[src/rtl/alu_serial_pkg.sv]
// Shared types for the bit-serial ALU: opcodes, slice operations, sequencer states,
// plus the mapping from a word-level opcode to the operation the 1-bit slice performs.
package alu_serial_pkg;

  typedef enum logic [2:0] {
    OP_ADD = 3'b000,
    OP_SUB = 3'b001,
    OP_AND = 3'b010,
    OP_OR  = 3'b011,
    OP_XOR = 3'b100
  } op_e;

  typedef enum logic [1:0] {
    S_AND = 2'b00,
    S_OR  = 2'b01,
    S_XOR = 2'b10,
    S_ADD = 2'b11
  } slice_op_e;

  typedef enum logic [1:0] {
    IDLE = 2'b00,
    RUN  = 2'b01,
    DONE = 2'b10
  } state_e;

  // Reserved opcodes map to S_AND; the sequencer also masks their operand bits to 0.
  function automatic slice_op_e op2slice(input logic [2:0] op);
    case (op)
      OP_ADD, OP_SUB: op2slice = S_ADD;
      OP_AND:         op2slice = S_AND;
      OP_OR:          op2slice = S_OR;
      OP_XOR:         op2slice = S_XOR;
      default:        op2slice = S_AND;
    endcase
  endfunction

endpackage

[src/rtl/alu_serial_slice.sv]
// Combinational 1-bit ALU slice: zero latency, no flow control.
// Carry out is only meaningful for S_ADD and is held at 0 for the logic ops.
module alu_serial_slice
  import alu_serial_pkg::*;
(
  input  logic      i_a,
  input  logic      i_b,
  input  logic      i_cin,
  input  slice_op_e i_op,
  output logic      o_z,
  output logic      o_cout
);

  always_comb begin
    o_z    = 1'b0;
    o_cout = 1'b0;
    case (i_op)
      S_AND: o_z = i_a & i_b;
      S_OR:  o_z = i_a | i_b;
      S_XOR: o_z = i_a ^ i_b;
      S_ADD: begin
        o_z    = i_a ^ i_b ^ i_cin;
        o_cout = (i_a & i_b) | (i_a & i_cin) | (i_b & i_cin);
      end
      default: begin
        o_z    = 1'b0;
        o_cout = 1'b0;
      end
    endcase
  end

endmodule

[src/rtl/alu_serial_seq.sv]
// Bit-serial ALU sequencer: result valid WIDTH cycles after accept, one op per WIDTH+2 cycles.
// Accepts only in IDLE; the result is held in DONE until out_ready, blocking new requests.
module alu_serial_seq
  import alu_serial_pkg::*;
#(
  parameter  int WIDTH = 4,
  localparam int CNT_W = $clog2(WIDTH)
) (
  input  logic             clk,
  input  logic             rst_n,
  input  logic             in_valid,
  output logic             in_ready,
  input  logic [WIDTH-1:0] in_a,
  input  logic [WIDTH-1:0] in_b,
  input  logic [2:0]       in_op,
  output logic             out_valid,
  input  logic             out_ready,
  output logic [WIDTH-1:0] out_z,
  output logic             out_cout,
  output logic             out_zero
);

  localparam logic [CNT_W-1:0] LAST_BIT = CNT_W'(WIDTH - 1);

  state_e           r_state;
  logic [WIDTH-1:0] r_a_sh;
  logic [WIDTH-1:0] r_b_sh;
  logic [WIDTH-1:0] r_res;
  logic [2:0]       r_op;
  logic             r_carry;
  logic [CNT_W-1:0] r_cnt;
  logic             r_out_valid;
  logic [WIDTH-1:0] r_out_z;
  logic             r_out_cout;
  logic             r_out_zero;

  logic             w_rsvd;
  logic             w_sub;
  logic             w_a_bit;
  logic             w_b_bit;
  slice_op_e        w_sop;
  logic             w_z;
  logic             w_cout;
  logic [WIDTH-1:0] w_res_next;

  // Reserved ops zero both operand bits so the AND slice produces a constant 0.
  assign w_rsvd     = (r_op > 3'd4);
  assign w_sub      = (r_op == OP_SUB);
  assign w_a_bit    = r_a_sh[0] & ~w_rsvd;
  assign w_b_bit    = (r_b_sh[0] ^ w_sub) & ~w_rsvd;
  assign w_sop      = op2slice(r_op);
  assign w_res_next = {w_z, r_res[WIDTH-1:1]};

  alu_serial_slice u_slice (
    .i_a    (w_a_bit),
    .i_b    (w_b_bit),
    .i_cin  (r_carry),
    .i_op   (w_sop),
    .o_z    (w_z),
    .o_cout (w_cout)
  );

  always_ff @(posedge clk or negedge rst_n) begin
    if (!rst_n) begin
      r_state     <= IDLE;
      r_a_sh      <= '0;
      r_b_sh      <= '0;
      r_res       <= '0;
      r_op        <= '0;
      r_carry     <= 1'b0;
      r_cnt       <= '0;
      r_out_valid <= 1'b0;
      r_out_z     <= '0;
      r_out_cout  <= 1'b0;
      r_out_zero  <= 1'b0;
    end else begin
      case (r_state)
        IDLE: begin
          if (in_valid) begin
            r_a_sh  <= in_a;
            r_b_sh  <= in_b;
            r_op    <= in_op;
            r_carry <= (in_op == OP_SUB);
            r_cnt   <= '0;
            r_res   <= '0;
            r_state <= RUN;
          end
        end
        RUN: begin
          r_res   <= w_res_next;
          r_a_sh  <= r_a_sh >> 1;
          r_b_sh  <= r_b_sh >> 1;
          r_carry <= w_cout;
          r_cnt   <= r_cnt + 1'b1;
          // Final bit: publish the full word in the same edge that leaves RUN.
          if (r_cnt == LAST_BIT) begin
            r_state     <= DONE;
            r_out_valid <= 1'b1;
            r_out_z     <= w_res_next;
            r_out_cout  <= w_cout;
            r_out_zero  <= (w_res_next == '0);
          end
        end
        DONE: begin
          if (out_ready) begin
            r_out_valid <= 1'b0;
            r_state     <= IDLE;
          end
        end
        default: r_state <= IDLE;
      endcase
    end
  end

  assign in_ready  = (r_state == IDLE);
  assign out_valid = r_out_valid;
  assign out_z     = r_out_z;
  assign out_cout  = r_out_cout;
  assign out_zero  = r_out_zero;

endmodule

[config.mk]
export PLATFORM = sky130hd
export DESIGN_NAME = alu_serial_seq
export DESIGN_NICKNAME = d
export VERILOG_FILES = /design/src/rtl/alu_serial_pkg.sv /design/src/rtl/alu_serial_slice.sv /design/src/rtl/alu_serial_seq.sv
export SDC_FILE = /design/constraint.sdc
export NUM_CORES = 1
export LEC_CHECK = 0
export ABC_AREA = 1
export CORE_MARGIN = 10
export CORE_UTILIZATION = 50
export DETAILED_ROUTE_END_ITERATION = 12
export PLACE_DENSITY = 0.77
export SYNTH_ARGS = -nofsm -noshare
export SYNTH_HDL_FRONTEND = slang
export SYNTH_SLANG_ARGS = --single-unit
[constraint.sdc]
create_clock -name clk -period 2.15 [get_ports clk]
set_input_delay 0.5375 -clock clk [delete_from_list [all_inputs] [get_ports clk]]
set_output_delay 0.5375 -clock clk [all_outputs]
set_load 0.02 [all_outputs]
==> results_dict.tcl <==
set metrics [dict create \
    fin_nets 202 \
    cts.sinks 26 \
    clk_pin_slew_worst_paths_ns 0.15 \
    diodes 0 \
    max-vdd-ir-drop_mv 0.855 \
    synthCells 158 \
    cp_common_cell "nor2_1" \
    core-area_mm2 0.00245 \
    cts_buffer_depth 2 \
    synthTopCellsByArea "dfrtp_1 (51%), nand2_1 (15%), o21ai_1 (7.5%)" \
    drt_iter0_drc 47 \
    synth_common_cells "nand2_1 (51), dfrtp_1 (26), inv_1 (19), o21ai_1 (19)" \
    tns_ns 0 \
    hp-class "reg -> reg" \
    ys_warn_count 0 \
    ctsResizeCount 1 \
    holdBufCountCts 0 \
    cts_buffers 3 \
    rows 18 \
    slowest_stage "fa_1" \
    startpoint_type "register" \
    required_ns 2.43 \
    fin_util_pct 63.6 \
    tritoncts "built" \
    root_buffer "clkbuf_4" \
    grt_start_max_net_pins 27 \
    ys_seq_area_share_pct 51.4 \
    whs_path_depth 2 \
    finalSetupViolations 0 \
    finalHoldViolCount 0 \
    hpwl_mm 1.99 \
    postRouteAntennaNets 0 \
    final_cells 212 \
    synth_area_leader_cell "dfrtp_1" \
    min_period_ns 1.96 \
    dieArea_mm2 0.00495 \
    overflow 0 \
    worstMarginPinSlew_ns 0.436 \
    post-route-period-util_pct 91.3 \
    synth_nets 177 \
    die_y_um 70.3 \
    viasPerCell 4.96 \
    avgSynthCellArea_um2 8.01 \
    grt_usage_pct 10.5 \
    clock_latency_ns 0.33 \
    synth_top_area_share_pct 51.4 \
    ios 23 \
    firstDrtPassIters 6 \
    rsz0062_at_grt "false" \
    cts_htree_levels 1 \
    regArea_um2 651 \
    worst-r2r-cell-count 11 \
    ys_ff_latch 26 \
    area_delta_synth_final_pct 23.3 \
    critPathCaptureType "register" \
    ys.flop_type "dfrtp_1" \
    place_congestion 0.914 \
    p_per_area_mw_per_mm2 1490 \
    cp_slowest_stage_delay_ns 0.46 \
    io_buffers 22 \
    post_cts_buffers 0 \
    cap_violations 0 \
    wl_per_cell_um 12.1 \
    fin_skew_ns 0.00159 \
    syn_area_mm2 0.00127 \
    slew_headroom_pct 70.8 \
    drv_slew 0 \
    clock.fmax_mhz 509 \
    grt_antenna_before_repair 0 \
    path_max_fanout 5 \
    p_leak_nw 0.787 \
    crit_type "reg -> reg" \
    wirelength_mm 2.57 \
    drcViolationCount 0 \
    netlist-cell-type-count 19 \
    place_inst 208 \
    grt_pass1_vias 1056 \
    initial_utilization_pct 51.6 \
    drive_gt1_share_pct 5.49 \
    worst-endpoint-arrival_ns 2.24 \
    grt_pass1_wl_mm 4.48 \
    async_reset_ff_share_pct 100 \
    status "finished clean" \
    die_w_um 70.3 \
    num_vias 1052 \
    n_fill_cell 228 \
    synth_edf_count 0 \
    path_cells "nor2_1 > nor2_1 > inv_1 > nand2_1 > nor2_1 > fa_1 > nand3_1 > nand2_1 > nor2_1 > nand3_1 > nand2_1" \
    multi_input_area_um2 512 \
    yosysMostFrequentCell "nand2_1" \
]
[metrics by stage]
step                      total power [mW]  area (um2)  worst slack [ns]  hold slack (ns)
after CTS                             2.35        1560             0.169            0.501
after floorplan                       1.68        1270             0.384            0.242
after global placement                1.95        1510             0.319            0.462
after global routing                  2.55        1560           0.00114            0.525
final                                 2.33        1560             0.187            0.501
after detailed placement              2.02        1510             0.202            0.466
[per-layer routing]
layer / GRT usage [%] / wire length [um] / vias up
li1: - / - / 548
met1: 11.6 / 1150 / 476
met2: 18.8 / 1240 / 24
met3: 3.25 / 152 / 4
met4: 2.63 / 22 / 0
met5: 0 / 0 / -
[cells by family (layout without fill, tap and decap cells)]
logic type	after synthesis	after routing	share of synthesized area, %
AOI/OAI and AO/OA	26	26	11.2
adders and majority gates	4	4	4.55
buffers and inverters	25	49	8.20
DFF	26	26	51.4
and+or+nand+nor	77	77	24.7
[critical path: cells and delay by family (launching register included)]
kind / cells / cell delay (ns)
flip-flops: 1 / 0.42
AND/OR/NAND/NOR: 9 / 0.96
buffers and inverters: 1 / 0.08
adder cells (fa/ha/maj): 1 / 0.46
[final cells by class]
class / instances / share of cell area [%]
inverter: 22 / 5.29
clock inverter: 1 / 1.92
tap: 30 / 2.40
multi-input combinational: 107 / 32.8
timing repair buffer: 23 / 14.5
clock buffer: 3 / 1.44
sequential: 26 / 41.7
[flip-flops by register name, summed over array words and instances, names as in the netlist]
register and flops:
r_a_sh 4, r_op 3, out_valid 1, r_b_sh 4, r_cnt 2, r_res 3
r_carry 1, out_z 4, out_zero 1, r_state 2, out_cout 1
[report_power, final]
part           internal (mW)  leakage, nW  switching [mW]
clock network          0.189       0.0279           0.154
logic                  0.444        0.429           0.720
registers              0.698        0.330           0.123
[path summary, 6_finish.rpt]
path,startpoint,to,slack (ns)
max in group asynchronous,rst_n,r_op[1]$_DFFE_PN0P_,1.35
worst max register to register,r_op[1]$_DFFE_PN0P_,out_zero$_DFFE_PN0P_,0.19
min in group asynchronous,rst_n,r_op[0]$_DFFE_PN0P_,0.56
worst max-delay path,r_op[1]$_DFFE_PN0P_,out_zero$_DFFE_PN0P_,0.19
worst min register to register,out_z[3]$_DFFE_PN0P_,out_z[3]$_DFFE_PN0P_,0.50
worst min-delay path,out_z[3]$_DFFE_PN0P_,out_z[3]$_DFFE_PN0P_,0.50
[cell usage in the layout (no fill, tap or decap), drive strengths merged, types with 3 or more instances in the layout]
| cell | instances |
|---|---|
| nor2 | 13 |
| ha | 3 |
| clkdlybuf4s50 | 21 |
| inv | 22 |
| dfrtp | 26 |
| nand2 | 51 |
| nand3 | 12 |
| o21ai | 22 |
| clkbuf | 3 |
(Power assumes the default switching activity.)
